<file path="src/rtl/apa102_tx_pkg.sv">
// Shared definitions for the APA102 string serializer: FSM encodings, frame
// constants and the end-frame length helper.
package apa102_tx_pkg;

  typedef enum logic [2:0] {
    ST_IDLE  = 3'd0,
    ST_START = 3'd1,
    ST_FETCH = 3'd2,
    ST_LED   = 3'd3,
    ST_END   = 3'd4
  } state_t;

  localparam int START_BITS = 32;
  localparam int LED_BITS   = 32;
  localparam int END_BASE   = 32;
  localparam logic [2:0] LED_HDR = 3'b111;

  // End frame needs half a clock per LED to push data through the string.
  function automatic logic [9:0] end_bit_count(input logic [9:0] n);
    return 10'(END_BASE) + (((n + 10'd15) >> 4) << 3);
  endfunction

endpackage

</file>
<file path="src/rtl/apa102_bit_timer.sv">
// SCK generator for the APA102 serializer: a reloading down-counter toggles
// led_clk every div+1 cycles and flags the last cycle of each phase.
module apa102_bit_timer #(
  parameter int DIV_W = 16
) (
  input  logic             clk,
  input  logic             rst,
  input  logic             en,
  input  logic [DIV_W-1:0] div,
  output logic             fall_tick,
  output logic             rise_tick,
  output logic             led_clk
);

  logic [DIV_W-1:0] cnt_q;
  logic             phase_q;
  logic             tc;

  assign tc = (cnt_q == '0);

  // Held at reload value while disabled so every bit starts with a full low phase.
  always_ff @(posedge clk) begin
    if (rst || !en) begin
      cnt_q   <= div;
      phase_q <= 1'b0;
    end else if (tc) begin
      cnt_q   <= div;
      phase_q <= ~phase_q;
    end else begin
      cnt_q <= cnt_q - 1'b1;
    end
  end

  assign rise_tick = en && !phase_q && tc;
  assign fall_tick = en && phase_q && tc;
  assign led_clk   = phase_q;

endmodule

</file>
<file path="src/rtl/apa102_tx.sv">
// APA102 serializer: streams a start frame, one frame per buffered LED and an
// end frame, fetching each LED word from the buffer just before its frame.
module apa102_tx
  import apa102_tx_pkg::*;
#(
  parameter int ADDR_W = 9,
  parameter int DIV_W  = 16
) (
  input  logic              clk,
  input  logic              rst,
  input  logic              start,
  input  logic [ADDR_W-1:0] len,
  input  logic [4:0]        glob,
  input  logic [DIV_W-1:0]  div,
  output logic [ADDR_W-1:0] rd_addr,
  output logic              rd_en,
  input  logic [23:0]       rd_data,
  output logic              busy,
  output logic              led_clk,
  output logic              led_data
);

  // state | meaning
  // IDLE  | waiting for start, led_clk low
  // START | 32 zero bits
  // FETCH | read LED word (rd_en cycle, then data cycle)
  // LED   | 32-bit LED frame
  // END   | trailing one bits

  state_t            state_q, state_d;
  logic [ADDR_W-1:0] len_q, idx_q, idx_inc;
  logic [4:0]        glob_q;
  logic [DIV_W-1:0]  div_q, div_sel;
  logic [31:0]       shift_q;
  logic [9:0]        bit_cnt_q;
  logic              fetch_wait_q;
  logic              timer_en, fall_tick, rise_tick, frame_done;

  // The timer preloads while idle, so feed it the divider being latched.
  assign div_sel = (state_q == ST_IDLE) ? div : div_q;

  apa102_bit_timer #(.DIV_W(DIV_W)) u_timer (
    .clk       (clk),
    .rst       (rst),
    .en        (timer_en),
    .div       (div_sel),
    .fall_tick (fall_tick),
    .rise_tick (rise_tick),
    .led_clk   (led_clk)
  );

  assign idx_inc    = idx_q + ADDR_W'(1);
  assign frame_done = fall_tick && (bit_cnt_q == 10'd0);

  always_ff @(posedge clk) begin
    if (rst) state_q <= ST_IDLE;
    else     state_q <= state_d;
  end

  always_comb begin
    state_d  = state_q;
    timer_en = 1'b0;
    rd_en    = 1'b0;
    case (state_q)
      ST_IDLE: if (start) state_d = ST_START;
      ST_START: begin
        timer_en = 1'b1;
        if (frame_done) state_d = (len_q != '0) ? ST_FETCH : ST_END;
      end
      ST_FETCH: begin
        rd_en = !fetch_wait_q;
        if (fetch_wait_q) state_d = ST_LED;
      end
      ST_LED: begin
        timer_en = 1'b1;
        if (frame_done) state_d = (idx_inc < len_q) ? ST_FETCH : ST_END;
      end
      ST_END: begin
        timer_en = 1'b1;
        if (frame_done) state_d = ST_IDLE;
      end
      default: state_d = ST_IDLE;
    endcase
  end

  // bit_cnt counts bits still to be sampled; it hits zero on the last rise.
  always_ff @(posedge clk) begin
    if (rst) begin
      len_q        <= '0;
      glob_q       <= '0;
      div_q        <= '0;
      idx_q        <= '0;
      shift_q      <= '0;
      bit_cnt_q    <= '0;
      fetch_wait_q <= 1'b0;
    end else begin
      case (state_q)
        ST_IDLE: begin
          if (start) begin
            len_q     <= len;
            glob_q    <= glob;
            div_q     <= div;
            idx_q     <= '0;
            shift_q   <= '0;
            bit_cnt_q <= 10'(START_BITS);
          end
        end
        ST_FETCH: begin
          fetch_wait_q <= ~fetch_wait_q;
          if (fetch_wait_q) begin
            shift_q   <= {LED_HDR, glob_q, rd_data};
            bit_cnt_q <= 10'(LED_BITS);
          end
        end
        default: begin
          if (rise_tick) bit_cnt_q <= bit_cnt_q - 10'd1;
          if (fall_tick) begin
            if (!frame_done) begin
              shift_q <= {shift_q[30:0], state_q == ST_END};
            end else begin
              if (state_q == ST_LED) idx_q <= idx_inc;
              if (state_d == ST_END) begin
                shift_q   <= '1;
                bit_cnt_q <= end_bit_count(10'(len_q));
              end else if (state_d == ST_IDLE) begin
                shift_q <= '0;
                idx_q   <= '0;
              end
            end
          end
        end
      endcase
    end
  end

  assign rd_addr  = idx_q;
  assign busy     = (state_q != ST_IDLE);
  assign led_data = shift_q[31];

endmodule
</file>
<file path="config.mk">
export PLATFORM = sky130hd
export DESIGN_NAME = apa102_tx
export DESIGN_NICKNAME = d
export VERILOG_FILES = /design/src/rtl/apa102_tx_pkg.sv /design/src/rtl/apa102_bit_timer.sv /design/src/rtl/apa102_tx.sv
export SDC_FILE = /design/constraint.sdc
export NUM_CORES = 1
export LEC_CHECK = 0
export ABC_AREA = 0
export ABC_CLOCK_PERIOD_IN_PS = 9700
export CELL_PAD_IN_SITES_DETAIL_PLACEMENT = 1
export CELL_PAD_IN_SITES_GLOBAL_PLACEMENT = 1
export CORE_MARGIN = 4
export CORE_UTILIZATION = 45
export DETAILED_ROUTE_END_ITERATION = 6
export PLACE_DENSITY_LB_ADDON = 0.1
export SYNTH_ARGS = -nofsm -noshare
export SYNTH_HDL_FRONTEND = slang
export SYNTH_HIERARCHICAL = 1
export SYNTH_SLANG_ARGS = --single-unit
export TNS_END_PERCENT = 50
</file>
<file path="constraint.sdc">
create_clock -name clk -period 9.7 [get_ports clk]
set_input_delay 1.94 -clock clk [delete_from_list [all_inputs] [get_ports clk]]
set_output_delay 1.94 -clock clk [all_outputs]
set_load 0.02 [all_outputs]
</file>
==> results.txt <==
Chip Width -> 118 um
RR Startpoint -> rd_addr[0]
Crit Path Category -> reg2out
Switch Pwr -> 0.274 mW
Post-synthesis instance total -> 617
Synth Flop Type -> dfxtp_1
Synth cell types -> 58
Die Ht -> 118 um
Cells on worst reg2reg path -> 13
Port Buf Inserts -> 69
Power Dens Cells -> 162 mW/mm^2
Clock transition at the registers of the reported paths -> 80 ps
Area grow syn2layout -> 20.0%
DR vias -> 4,825
CTS sink count -> 102
Mapped Nets -> 687
FFs w/ async S/R, synth -> 0
Crit path launch type -> flip-flop
Initial Utilization -> 0.467
Mux cell area share after synthesis -> 0.0793
H-tree lvl count -> 3
Hold path start -> glob_q[4]
Worst-case hold path end point -> glob_q[4]
Crit path max fanout -> 19
Max-capacitance violation count -> 0
Clk network pwr share -> 0.411
Worst-Skew Late Latency -> 360 ps
Hold_buf cts -> 0
Maximum vdd drop -> 0.0816 mV
Fill count -> 1,374
Most common cell after layout, fill and taps aside -> dfxtp_1
Detailed Place HPWL -> 9750 um
Sequential Power Share -> 0.448
Tightest Pin Transition -> 1190 ps
Ant diodes -> 0
Synth Area in XOR/XNOR -> 0.0487
Crit-path cells -> or2_2 > nor2_2 > buf_4 > inv_1 > clkdlybuf4s50_1
Worst reg2reg setup slack -> 5560 ps
Final setup fails -> 0
I/O pin count -> 70
Synth top area share -> 0.378
Crit-path max cell delay -> 540 ps
Core footprint -> 0.0116 sq mm
Drt first pass iters -> 4
Post-synthesis cell area -> 0.00540 sq mm
DRT iter0 DRCs -> 297
Main combinational cell family by area after synthesis -> compound AO/OA/AOI/OAI gates
Simple-gate portion of the synthesized area -> 0.185
Hold Path Depth -> 2
Layout Nets -> 728
Combinational power share -> 0.141
Drc violations -> 0
FF-to-FF End -> shift_q[7]
RSZ-0062 raised after global routing -> no
Most frequent cells in the layout -> dfxtp_1, nand2_1, clkdlybuf4s50_1
Crit path DAT -> 2240 ps
Min Tclk post-route -> 4180 ps
Max Fclk -> 0.239 GHz
Data required, critical path -> 7760 ps
Pleak -> 2.30 nW
Post-Route WL -> 14,900 um
CTS Root Cell -> clkbuf_16
Site Rows -> 39
Final Hold Viols -> 0
DIE AREA -> 0.0138 sq mm
Initial antenna violation count -> 0
Register area share after synthesis -> 0.378
Synth top area cells -> dfxtp_1, nand2_1, a311oi_1
Status -> completed
CTS tree -> done
Post-CTS setup buffer count -> 0
Synth Area in Compound Gates -> 0.229
Setup Skew -> 9.41 ps
Share of cells above drive strength 1 -> 0.104
First-pass GRT wire length -> 24,700 um
Post-DRT Antenna Nets -> 0
Post-cts sizing count -> 0
Yosys warning count -> 6
Synth Area in Adders -> 0.0301
Routability cong. -> 0.851
Crit path capture type -> output port
Slowest cell on the critical path -> clkdlybuf4s50_1
All-Layer GR Usage -> 0.214
Hold/Removal Path Class -> reg2reg
Max-slew headroom at the worst pin -> 0.207
CTS Buf Count -> 9
Clk buf depth -> 2
Biggest area consumer among synthesized cells -> dfxtp_1
Largest net degree at the start of global routing -> 76
Net Sw Frac -> 0.261
Setup_tns -> 0 ps
Tcrit/Tclk final -> 0.431
Number of global-route vias before repair -> 4,925
Fin. max-slew vios -> 0
Total Power -> 1.05 mW
Synthesized area per cell -> 8.75 sq um
Pint -> 0.776 mW
Synthesis-stage register bit count -> 102
GRT overflow -> 0
Number of enable flip-flop cells after synthesis -> 0
Vias per inst -> 5.99
WL/cell -> 18.5 um
-- through the flow --
| step | worst slack, ps | utilization | cells | hold slack, ps | cell area (sq um) |
|---|---|---|---|---|---|
| after floorplan | 6080 | - | 617 | 434 | 5400 |
| after global placement | 5340 | 0.530 | 790 | 439 | 6130 |
| after detailed placement | 5280 | 0.530 | 790 | 448 | 6130 |
| after CTS | 5490 | 0.560 | 806 | 460 | 6480 |
| after global routing | 5250 | 0.560 | 806 | 480 | 6480 |
| final | 5520 | 0.560 | 806 | 456 | 6480 |
-- metal layers --
metal,up-vias,track usage,part of all wire
li1,2360,-,-
met1,2358,0.279,0.47
met2,89,0.358,0.49
met3,18,0.0336,0.032
met4,0,0.0784,0.017
met5,-,0,0
-- how the worst max path moves through the flow --
stage	start	to	slack [ps]	cells after the start
finish	state_q[0]	busy	5520	5
global route	rd_addr[0]	shift_q[8]	5250	13
CTS	state_q[0]	busy	5490	5
detailed placement	start	rd_addr[5]	5280	5
global placement	start	rd_addr[5]	5340	5
floorplan	state_q[0]	busy	6080	6
-- cell type report --
| cell class | instances | area [sq um] | area share |
|---|---|---|---|
| clock inverters | 7 | 125 | 0.0193 |
| clock buffers | 9 | 225 | 0.0348 |
| well taps | 143 | 179 | 0.0276 |
| flip-flops and latches | 102 | 2040 | 0.315 |
| multi-input cells | 451 | 3100 | 0.478 |
| repair buffers | 77 | 746 | 0.115 |
| inverters | 17 | 63.8 | 0.00985 |
-- flip-flops by register name (all words and copies together), names as in the netlist, 3 cells and up --
signal and cells:
bit_cnt_q 10, div_q 16, glob_q 5, len_q 9, rd_addr 9, shift_q 32
state_q 3, u_timer/cnt_q 16
-- synth_stat cells (3+ instances only) --
master,count
a211oi_1,36
a21oi_1,41
a22oi_1,28
a311oi_1,32
a31oi_1,7
and3_1,10
buf_1,3
buf_2,6
clkbuf_1,35
dfxtp_1,102
ha_1,13
inv_1,17
mux2_2,22
mux2_4,10
mux2i_1,3
nand2_1,85
nand2b_1,9
nand3_1,13
nand4_1,8
nor2_1,28
nor3_1,11
nor3b_1,3
nor4_1,7
o21ai_0,9
o21ai_1,5
o31ai_1,4
or3_1,4
xnor2_1,21
xor2_1,9
-- cells by family after synthesis --
logic type / count (synthesis)
simple gates: 198
compound gates: 175
flops: 102
buf+inv: 64
mux: 35
xor+xnor: 30
fa+ha+maj: 13
-- critical path: cells and delay by family (launching register included) --
family / cells / cell delay, ps
buffers and inverters: 3 / 890
DFF: 1 / 410
and+or+nand+nor: 2 / 580
-- power groups by stage --
stage               clock network [mW]  registers [mW]  logic [mW]
global route                     0.457           0.474       0.162
finish                           0.432           0.470       0.148
CTS                              0.441           0.470       0.149
global placement                     0           0.478       0.142
floorplan                            0           0.473      0.0995
detailed placement                   0           0.479       0.147
(Power assumes the default switching activity.)
